[src/rtl/user_clk_sel_ctrl_if.sv]
// Request handshake between a clock-switch requester and user_clk_sel_ctrl.
// master = requester (drives valid/sel), slave = controller (drives ready).
interface user_clk_sel_ctrl_if;
  logic valid;
  logic sel;
  logic ready;

  modport master (output valid, output sel, input ready);
  modport slave  (input valid, input sel, output ready);
endinterface

[src/rtl/user_clk_sel_ctrl.sv]
// user_clk_sel_ctrl: drives the select of a glitchless clock mux.
// A request changes the selection and is followed by a SETTLE window
// (mux handover) and a DWELL window. No new request is accepted in either window.
// switch_done pulses in the last SETTLE cycle; switch_count counts completed changes.
// Optional feature: macro CLK_SEL_FAILOVER_EN adds forced switching away
// from a dead clock (clk1_alive/clk2_alive inputs, fail_event output).
module user_clk_sel_ctrl #(
  parameter int          SETTLE_CYCLES    = 16,
  parameter int          MIN_DWELL_CYCLES = 64,
  parameter logic        RESET_SEL        = 1'b0,
  parameter int          CNT_WIDTH        = 16
) (
  input  logic                 aclk,
  input  logic                 areset,
  user_clk_sel_ctrl_if.slave   req,
  output logic                 selection,
  output logic                 busy,
  output logic                 switch_done,
  output logic [CNT_WIDTH-1:0] switch_count
`ifdef CLK_SEL_FAILOVER_EN
  ,
  input  logic                 clk1_alive,
  input  logic                 clk2_alive,
  output logic                 fail_event
`endif
);

  localparam int MAX_CYCLES = (SETTLE_CYCLES > MIN_DWELL_CYCLES) ? SETTLE_CYCLES : MIN_DWELL_CYCLES;
  localparam int TW         = $clog2(MAX_CYCLES + 1);

  // Timers count down to zero; the state lasts (load + 1) cycles.
  localparam logic [TW-1:0] SETTLE_LOAD = TW'(SETTLE_CYCLES - 1);
  localparam logic [TW-1:0] DWELL_LOAD  = TW'(MIN_DWELL_CYCLES - 1);
  localparam logic [TW-1:0] TIMER_ONE   = TW'(1);
  // With a one-cycle settle, the first SETTLE cycle is also the last one.
  localparam bit            SETTLE_ONE  = (SETTLE_CYCLES == 1);

  typedef enum logic [1:0] {
    IDLE   = 2'd0,
    SETTLE = 2'd1,
    DWELL  = 2'd2
  } state_t;

  state_t               state_reg;
  logic [TW-1:0]        timer_reg;
  logic                 selection_reg;
  logic                 busy_reg;
  logic                 switch_done_reg;
  logic [CNT_WIDTH-1:0] switch_count_reg;
  logic                 fail_event_reg;

  logic fail_trig;
  logic accept;
  logic start_switch;
  logic start_sel;

`ifdef CLK_SEL_FAILOVER_EN
  // Forced switch when the selected clock is dead and the other one is alive.
  always_comb begin
    fail_trig = 1'b0;
    if (state_reg == IDLE || state_reg == DWELL) begin
      if (selection_reg)
        fail_trig = !clk2_alive && clk1_alive;
      else
        fail_trig = !clk1_alive && clk2_alive;
    end
  end
`else
  assign fail_trig = 1'b0;
`endif

  // Ready is combinational so a request can be taken in the first IDLE cycle;
  // a pending failover masks it so the forced switch always wins.
  assign req.ready = (state_reg == IDLE) && !fail_trig;
  assign accept    = req.valid && req.ready;

  // A sequence starts on a failover or on an accepted request that changes the selection.
  always_comb begin
    start_switch = fail_trig || (accept && (req.sel != selection_reg));
    start_sel    = fail_trig ? !selection_reg : req.sel;
  end

  // Controller FSM with registered outputs.
  always_ff @(posedge aclk) begin
    if (areset) begin
      state_reg        <= IDLE;
      timer_reg        <= '0;
      selection_reg    <= RESET_SEL;
      busy_reg         <= 1'b0;
      switch_done_reg  <= 1'b0;
      switch_count_reg <= '0;
      fail_event_reg   <= 1'b0;
    end else begin
      switch_done_reg <= 1'b0;
      fail_event_reg  <= 1'b0;
      if (start_switch) begin
        state_reg      <= SETTLE;
        timer_reg      <= SETTLE_LOAD;
        selection_reg  <= start_sel;
        busy_reg       <= 1'b1;
        fail_event_reg <= fail_trig;
        if (SETTLE_ONE) begin
          switch_done_reg  <= 1'b1;
          switch_count_reg <= switch_count_reg + 1'b1;
        end
      end else begin
        case (state_reg)
          SETTLE: begin
            if (timer_reg == '0) begin
              state_reg <= DWELL;
              timer_reg <= DWELL_LOAD;
            end else begin
              timer_reg <= timer_reg - 1'b1;
              // Entering the final SETTLE cycle: pulse done there.
              if (timer_reg == TIMER_ONE) begin
                switch_done_reg  <= 1'b1;
                switch_count_reg <= switch_count_reg + 1'b1;
              end
            end
          end
          DWELL: begin
            if (timer_reg == '0) begin
              state_reg <= IDLE;
              busy_reg  <= 1'b0;
            end else begin
              timer_reg <= timer_reg - 1'b1;
            end
          end
          default: begin
            state_reg <= IDLE;
          end
        endcase
      end
    end
  end

  assign selection    = selection_reg;
  assign busy         = busy_reg;
  assign switch_done  = switch_done_reg;
  assign switch_count = switch_count_reg;

`ifdef CLK_SEL_FAILOVER_EN
  assign fail_event = fail_event_reg;
`else
  // Without failover the pulse register is held at zero and unused.
  logic unused_fail;
  assign unused_fail = fail_event_reg;
`endif

endmodule

[src/flat_wrapper.sv]
// flat-port wrapper written by rule: the top's interface ports become plain ports
module user_clk_sel_ctrl_flat 
#(
  parameter int          SETTLE_CYCLES    = 16,
  parameter int          MIN_DWELL_CYCLES = 64,
  parameter logic        RESET_SEL        = 1'b0,
  parameter int          CNT_WIDTH        = 16
)
  (aclk, areset, selection, busy, switch_done, switch_count, req_valid, req_sel, req_ready);
  user_clk_sel_ctrl_if req_i ();
  input  logic aclk;
  input  logic areset;
  output logic selection;
  output logic busy;
  output logic switch_done;
  output logic [CNT_WIDTH-1:0] switch_count;
  input wire logic [$bits(req_i.valid)-1:0] req_valid;
  input wire logic [$bits(req_i.sel)-1:0] req_sel;
  output wire logic [$bits(req_i.ready)-1:0] req_ready;
  assign req_i.valid = req_valid;
  assign req_i.sel = req_sel;
  assign req_ready = req_i.ready;
  user_clk_sel_ctrl #(.SETTLE_CYCLES(SETTLE_CYCLES), .MIN_DWELL_CYCLES(MIN_DWELL_CYCLES), .RESET_SEL(RESET_SEL), .CNT_WIDTH(CNT_WIDTH)) u_core (.aclk(aclk), .areset(areset), .req(req_i), .selection(selection), .busy(busy), .switch_done(switch_done), .switch_count(switch_count));
endmodule
[config.mk]
export PLATFORM = sky130hd
export DESIGN_NAME = user_clk_sel_ctrl_flat
export DESIGN_NICKNAME = d
export VERILOG_FILES = /design/src/rtl/user_clk_sel_ctrl_if.sv /design/src/rtl/user_clk_sel_ctrl.sv /design/src/flat_wrapper.sv
export SDC_FILE = /design/constraint.sdc
export NUM_CORES = 1
export LEC_CHECK = 0
export ABC_CLOCK_PERIOD_IN_PS = 5150
export CORE_MARGIN = 1.5
export CORE_UTILIZATION = 40
export CTS_CLUSTER_DIAMETER = 30
export DETAILED_ROUTE_END_ITERATION = 10
export HOLD_SLACK_MARGIN = 0.03
export SLEW_MARGIN = 15
export SYNTH_ARGS = -nofsm -noshare
export SYNTH_HDL_FRONTEND = slang
export SYNTH_SLANG_ARGS = --single-unit
[constraint.sdc]
create_clock -name aclk -period 5.15 [get_ports aclk]
set_input_delay 0.7725 -clock aclk [delete_from_list [all_inputs] [get_ports aclk]]
set_output_delay 0.7725 -clock aclk [all_outputs]
set_load 0.01 [all_outputs]
* Word level (Yosys, flattened, before mapping)
Cells that the tools add are included.
Storage, ports and cells: register bits after elaboration 28, input port bits 4, output and inout bits 20, logic and storage cells 51
Cells by class: $add $sub $neg 2, eq/ne operators 10, multiplexer cells 12, bitwise operators 3, reduce and logical (&&, ||, !) cells 16
Operator list (count):
- $add 16x1->16 const B | 1
- $mux 7 | 2
- $pmux 7 s2 | 1
- $reduce_and 2->1 | 5
- $eq 7x1->1 const B | 1
- $logic_not 7->1 | 1
- $sub 7x1->7 const B | 1
- $ne 3x1->1 const B | 2
- $reduce_bool 2->1 | 3
- $mux 1 | 5
- $mux 2 | 2
- $mux 4 | 1
- $ne 2x1->1 const B | 2
- $pmux 2 s2 | 1
- $reduce_and 4->1 | 1
- $reduce_or 4->1 | 1
- $ne 3x2->1 const B | 1
- $not 1->1 | 3
- $reduce_bool 3->1 | 1
- $eq 2x1->1 const B | 1
- $eq 2x2->1 const B | 1
- $logic_and 1x1->1 | 2
- $logic_not 2->1 | 1
- $ne 2x2->1 const B | 1
- other kinds (2) | 2

* Logic depth before layout (Yosys ltp)
word-level depth 5, gate-level depth with buffers 8, depth with buffers taken out 6

* Worst setup path before layout
OpenSTA, ideal clock, no wires.
kind input -> register, from in req_sel, to reg u_core.switch_count_reg[12], in the netlist u_core.switch_count[12], library setup time 71 ps, arrival time 1919 ps, required time 5079 ps, slack 3161 ps, stages 5, cell sequence xnor2_1 o2111ai_2 buf_2 or4_1 a21oi_1
Between the ends: word-level cells in the longest chain between the ends 4
Ends and longest elaborated chain:
- from (decl) | line flat_wrapper.sv:18 | input wire logic [$bits(req_i.sel)-1:0] req_sel;
- $ne 1x1->1 | line user_clk_sel_ctrl.sv:79 | start_switch = fail_trig || (accept && (req.sel != selection_reg));
- $logic_and 1x1->1 | line user_clk_sel_ctrl.sv:79
- $not 1->1 (no source line)
- $reduce_and 4->1 (no source line)
- to (signal assigned) | line user_clk_sel_ctrl.sv:104 | switch_count_reg <= switch_count_reg + 1'b1;
- to (signal assigned) | line user_clk_sel_ctrl.sv:117 | switch_count_reg <= switch_count_reg + 1'b1;
- to (decl) | line user_clk_sel_ctrl.sv:49 | logic [CNT_WIDTH-1:0] switch_count_reg;
No other way between the ends. A chain may end at the register's enable or synchronous reset.

* Worst setup path in the final report
from in req_sel, to reg u_core.switch_count_reg[14], in the netlist u_core.switch_count[14]
Same word-level chain as after synthesis.

==> flow_summary.ini <==
[clocking]
count_of_clock_tree_sinks = 28
cts_repair_resize_count = 0
htree_levels = 1
root_buffer = clkbuf_4
cts-buffers-inserted = 3
clock_latency_ps = 340
post_cts_hold_buffer_count = 0
deepest_clock_path_buffer_count = 2
clock_tree_from_tritoncts = yes
count_of_buffers_added_by_post_cts_timing_repair_for_setup = 0
worst_setup_hold_path_clk_slew_ps = 140

[worst_setup_path]
critPathMaxFanout = 31
cp_top_family = simple AND/OR/NAND/NOR gates
worstPathCellList = clkdlybuf4s50_1 > xnor2_1 > o2111ai_4 > or4_1 > a21oi_1
cp.buffers_inverters = 1
slowest_delay_ps = 630
cp_slowest_cell = or4_1
worst_ep_required_time_ps = 5390
crit_path_start_kind = input port
path_class = input port to flop
cp_data_arrival_time_ps = 2750
crit_path_end_kind = flop

[finish]
fillCellCount = 342
mostFrequentLayoutCells = dfxtp_1 (28), clkdlybuf4s50_1 (23), a21oi_1 (18)
final_core_utilization_pct = 51.0
nets = 197
drive_gt1_share_pct = 5.38
antenna_cells = 0
largest_register_ff_count = 16
stdcell_area_sq_um = 1740
layout_commonest_cell = dfxtp_1
area.growth.synth_to_final_pct = 19.8

[timing]
timing_hold_violations_final = 0
finalMaxSlewViolations = 0
final_period_minus_worst_setup_slack_ps = 2500
worst_slew_pin_slew_ps = 1040
final_min_period_over_clock_period_pct = 48.6
timing.slew.headroom_pct = 30.3
fin_worst_skew_ps = 16.3
total_negative_setup_slacks_ps = 0
grt_setup_unrepaired = false
highest_achievable_clock_rate_mhz = 400
setup_violation_total_in_the_final_timing_report = 0

[global_route]
routing_usage_on_met1_pct = 22.8
busiest_layer = met2
grt_usage_pct = 16.6
globalRouteOverflowTotal = 0
grt_first_pass_wirelength_um = 5500
first_global_vias = 1263
met2_usage_pct = 26.2
grt_max_degree = 32
gr-usage-met3_pct = 3.93
grt_antenna_before_repair = 0

[route]
post_drt_wl_per_cell_um = 13.8
drt_pass_1_iters = 4
totalWireLength_um = 3190
postRouteAntennaNets = 0
first_iter_violations = 70
average_via_count_per_standard_cell = 5.83
total_number_of_vias = 1352
route.detailed.drc = 0

[floorplanning]
die_area_sq_um = 4010
top_level_ports = 24
die_x_um = 63.3
start_util_pct = 42.6
die_height_um = 63.3
row_count = 21
coreArea_sq_um = 3420

[worst_hold_path]
worst_hold_path_type = flop to flop

[logic_synthesis]
syn-instance-count = 169
postSynthAreaPerCell_sq_um = 8.60
number_of_enable_flip_flop_cells_after_synthesis = 0
synth-seq-area-share_pct = 38.6
synthesis.nets = 179
synthFlopType = dfxtp_1
synth_area_sq_um = 1450
number_of_synthesized_register_bits = 28
synth-warning-count = 0
ys_types = 40
postSynth.asyncResetShare_pct = 0

[placed_design]
gp_congestion = 0.781
post_dp_cell_area_sq_um = 1690
portBuffers = 23
post-dp-hpwl_um = 2210

[pwr]
cellInternalPower_mw = 0.296
pwr_density_cell_nw_per_um2 = 236
pwr-share-seq_pct = 56.9
p_clk_share_pct = 26.6
p_switching_mw = 0.114
switching_share_pct = 27.9
power.leakage_nw = 0.571
portion_of_total_power_attributed_to_combinational_logic_pct = 16.5
peak_supply_drop_v = 0.000167

[status]
outcome = completed

[job]
drv_cap = 0
==> final cells by class <==
cell class,count,area (sq um),share of cell area [%]
Clock buffer,4,36.3,2.08
Timing Repair Buffer,23,230,13.2
Inverter,10,37.5,2.16
Tap cell,46,57.6,3.30
Multi-Input combinational cell,121,820,47.1
Sequential cell,28,561,32.2
==> layer usage <==
layer | wire length (um) | part of all wire (%)
met1 | 1650 | 52
met2 | 1390 | 44
met3 | 130 | 4.1
met4 | 20 | 0.63
met5 | 0 | 0
==> cells in the mapped netlist, drive strengths merged, types with 5 or more instances <==
master | number | area share (%)
o31ai | 12 | 6.2
nor2 | 11 | 3.0
a21oi | 18 | 6.2
dfxtp | 28 | 39
nand2 | 8 | 2.1
inv | 10 | 2.6
clkbuf | 7 | 1.8
or4 | 12 | 6.2
ha | 6 | 5.2
nand3 | 10 | 3.4
and3 | 5 | 2.2
==> tightest hold or removal path: stages, from the launching register on <==
cell	delay (ps)
dfxtp_1	350
nand2_1	60
a21oi_1	50
==> per-stage QoR <==
stage          total power [mW]  worst slack [ps]  hold WS (ps)  std cells
4_1_cts                   0.413              2440           494        232
3_5_place_dp              0.304              2100           475        228
6_report                  0.411              2650           489        232
3_3_place_gp              0.303              2140           469        228
2_1_floorplan             0.286              3160           477        169
5_1_grt                   0.433              2540           533        232
==> worst paths after layout <==
check / from / to / slack [ps] / depth (start not counted)
setup / recovery: req_sel / u_core.switch_count[14] / 2650 / 5
hold / removal: u_core.selection / u_core.selection / 490 / 2
setup reg to reg: u_core.timer_reg[0] / u_core.switch_count[14] / 2760 / 6
hold reg to reg: u_core.selection / u_core.selection / 490 / 2
==> logic make-up (layout without fill, tap and decap cells) <==
kind of cell / count (synthesis) / in the layout / synth area share, %
AOI/OAI and AO/OA: 47 / 47 / 21.7
xor gates and xnor gates: 3 / 3 / 1.81
adders and majority gates: 6 / 6 / 5.16
buffers and inverters: 20 / 37 / 5.85
DFF: 28 / 28 / 38.6
muxes: 1 / 1 / 0.688
and+or+nand+nor: 64 / 64 / 26.3
==> power groups by stage <==
stage | clock network [mW] | logic, mW | registers (mW)
3_5_place_dp | 0 | 0.0655 | 0.238
3_3_place_gp | 0 | 0.0650 | 0.238
2_1_floorplan | 0 | 0.0496 | 0.236
5_1_grt | 0.123 | 0.0749 | 0.235
6_report | 0.109 | 0.0679 | 0.234
4_1_cts | 0.114 | 0.0658 | 0.234
Power figures use the tool's default switching activity.
==> RTL edit (same settings) <==
Encoding of `state_t`: now one-hot (3 bits for 3 states).
--- a/src/rtl/user_clk_sel_ctrl.sv
+++ b/src/rtl/user_clk_sel_ctrl.sv
@@ -35,10 +35,10 @@
   // With a one-cycle settle, the first SETTLE cycle is also the last one.
   localparam bit            SETTLE_ONE  = (SETTLE_CYCLES == 1);
 
-  typedef enum logic [1:0] {
-    IDLE   = 2'd0,
-    SETTLE = 2'd1,
-    DWELL  = 2'd2
+  typedef enum logic [2:0] {
+    IDLE   = 3'b001,
+    SETTLE = 3'b010,
+    DWELL  = 3'b100
   } state_t;
 
   state_t               state_reg;
Formal check against the unedited RTL: same outputs for any inputs over 10 cycles, from zero or initial values and one cycle with areset high; not proved beyond that.
==> RTL edit against the unedited design <==
- critical path depth up 1
- power up 3.3%
- synthesized area decreased by 3.6%
- highest routed layer unchanged
- worst hold slack got worse by 5.5 ps
- non-clock buffer count did not move
- routed wire length down 0.78%
- critical path type is now register to register
- fmax rose by 0.52%
- synthesized cell count shrank 4.7%
- sequential cell count is 1 higher
- design area decreased by 1.9%
- setup slack gained 13 ps
==> RTL edit: results (changes against the unedited design) <==
Clocking
  – Reg clk slew, reported paths: 90 ps (was 140 ps)
  – Max H-tree Level: 2 (was 1)

Final layout
  – Multi-input gate area: 777 sq um (was 820 sq um)
  – Share of cells above drive strength 1: 0.0649 (was 0.0538)
  – Fraction of area in multi-input gates: 0.455 (was 0.471)
  – Non-filler cells, final: 231 (was 232)
  – Clock-cell share: 0.0286 (was 0.0208)
  – Inverter count: 4 (was 10)
  – FFs & Latches: 29 (was 28)
  – Fillcell total: 346 (was 342)
  – Fraction of area in non-clock buffers: 0.135 (was 0.132)
  – Clkbuf count: 8 (was 4)
  – Register area: 581 sq um (was 561 sq um)

Logic synthesis
  – Sequential area share after synthesis: 0.414 (was 0.386)
  – Syn Area/Cell: 8.70 sq um (was 8.60 sq um)
  – Top post-synthesis cells by count: dfxtp_1 (29), a21oi_1 (19), o21ai_0 (12) (was dfxtp_1 (28), a21oi_1 (18), o31ai_1 (12), or4_1 (12))
  – Synth unique cells: 37 (was 40)
  – Synth area leaders: dfxtp_1 (41%), a21oi_1 (6.8%), or3_1 (4.9%) (was dfxtp_1 (39%), a21oi_1 (6.2%), o31ai_1 (6.2%))
  – Mapped Nets: 169 (was 179)

GRT
  – Largest net degree at the start of global routing: 27 (was 32)
  – GRT Total Usage: 0.177 (was 0.166)
  – First-pass GRT wire length: 5470 microns (was 5500 microns)

Min path
  – HP Start: u_core.switch_count[15] (was u_core.selection)
  – WHS Endpoint: u_core.switch_count[15] (was u_core.selection)

Run status
  – Status: finished clean (unchanged)

Placed design
  – Post-Place Setup Slack: 2600 ps (was 2100 ps)
  – Cell Area, Placed: 1660 sq um (was 1690 sq um)
  – Dpl hpwl: 2180 microns (was 2210 microns)
  – Gpl congestion: 0.845 (was 0.781)
  – Placed cells: 223 (was 228)

Die
  – Die ar.: 3870 sq um (was 4010 sq um)

Power
  – VDD IR-drop max: 0.0957 mV (was 0.167 mV)
  – Switching power: 0.000116 W (was 0.000114 W)
  – Leakage: 0.558 nW (was 0.571 nW)

Critical path
  – Internal reg-to-reg setup slack: 2660 ps (was 2760 ps)
  – Crit path DAT: 2730 ps (was 2750 ps)

STA
  – Hold WS: 483 ps (was 489 ps)
  – Least-Margin Pin Slew: 930 ps (was 1040 ps)

Drt
  – DR pass1 iterations: 4 (unchanged)
  – Drt wl/cell: 13.7 microns (was 13.8 microns)
  – Vias per inst: 5.62 (was 5.83)
[RTL edit: cell types whose count changed after synthesis, sizes merged, moves of 3 or more]
cell   before  now
and3        5    1
inv        10    4
nor3b       1    4
o21ai       2   12
o31ai      12    3
or3         3   11
or4        12    6
[RTL edit: worst min-delay path, delay by kind of cell, from the launching register on]
family,cells,cell delay (ps)
flip-flops,1,320
AO/OA/AOI/OAI,2,110
[RTL edit: kinds of logic after synthesis]
family	synth area share
XOR/XNOR	0.0250
flip-flops	0.414
adder cells (fa/ha/maj)	0.0357
multiplexers	0.0143
AO/OA/AOI/OAI	0.188
buffers and inverters	0.0312
AND/OR/NAND/NOR	0.291
[RTL edit: power by group through the flow]
stage | clock network [W] | registers, W | logic, W
after global placement | 0 | 0.000242 | 0.0000540
after global routing | 0.000150 | 0.000239 | 0.0000601
after CTS | 0.000136 | 0.000237 | 0.0000549
final | 0.000132 | 0.000237 | 0.0000553
after detailed placement | 0 | 0.000242 | 0.0000543
after floorplan | 0 | 0.000241 | 0.0000395
[RTL edit: worst max-delay path by stage]
stage / startpoint / endpoint / slack (ps)
after CTS: u_core.timer_reg[0] / u_core.switch_count[14] / 2670
final: u_core.timer_reg[0] / u_core.switch_count[14] / 2660
after global placement: areset / u_core.timer_reg[5] / 2660
after global routing: u_core.timer_reg[0] / u_core.switch_count[14] / 2460
after floorplan: u_core.timer_reg[0] / u_core.switch_count[10] / 3270
after detailed placement: areset / u_core.timer_reg[5] / 2600
[RTL edit: routing by layer]
layer | share of wire | GRT usage | vias to the layer above
met5 | 0 | 0 | -
li1 | - | - | 650
met4 | 0.017 | 0.0806 | 0
met2 | 0.45 | 0.272 | 35
met1 | 0.49 | 0.231 | 607
met3 | 0.050 | 0.0525 | 6
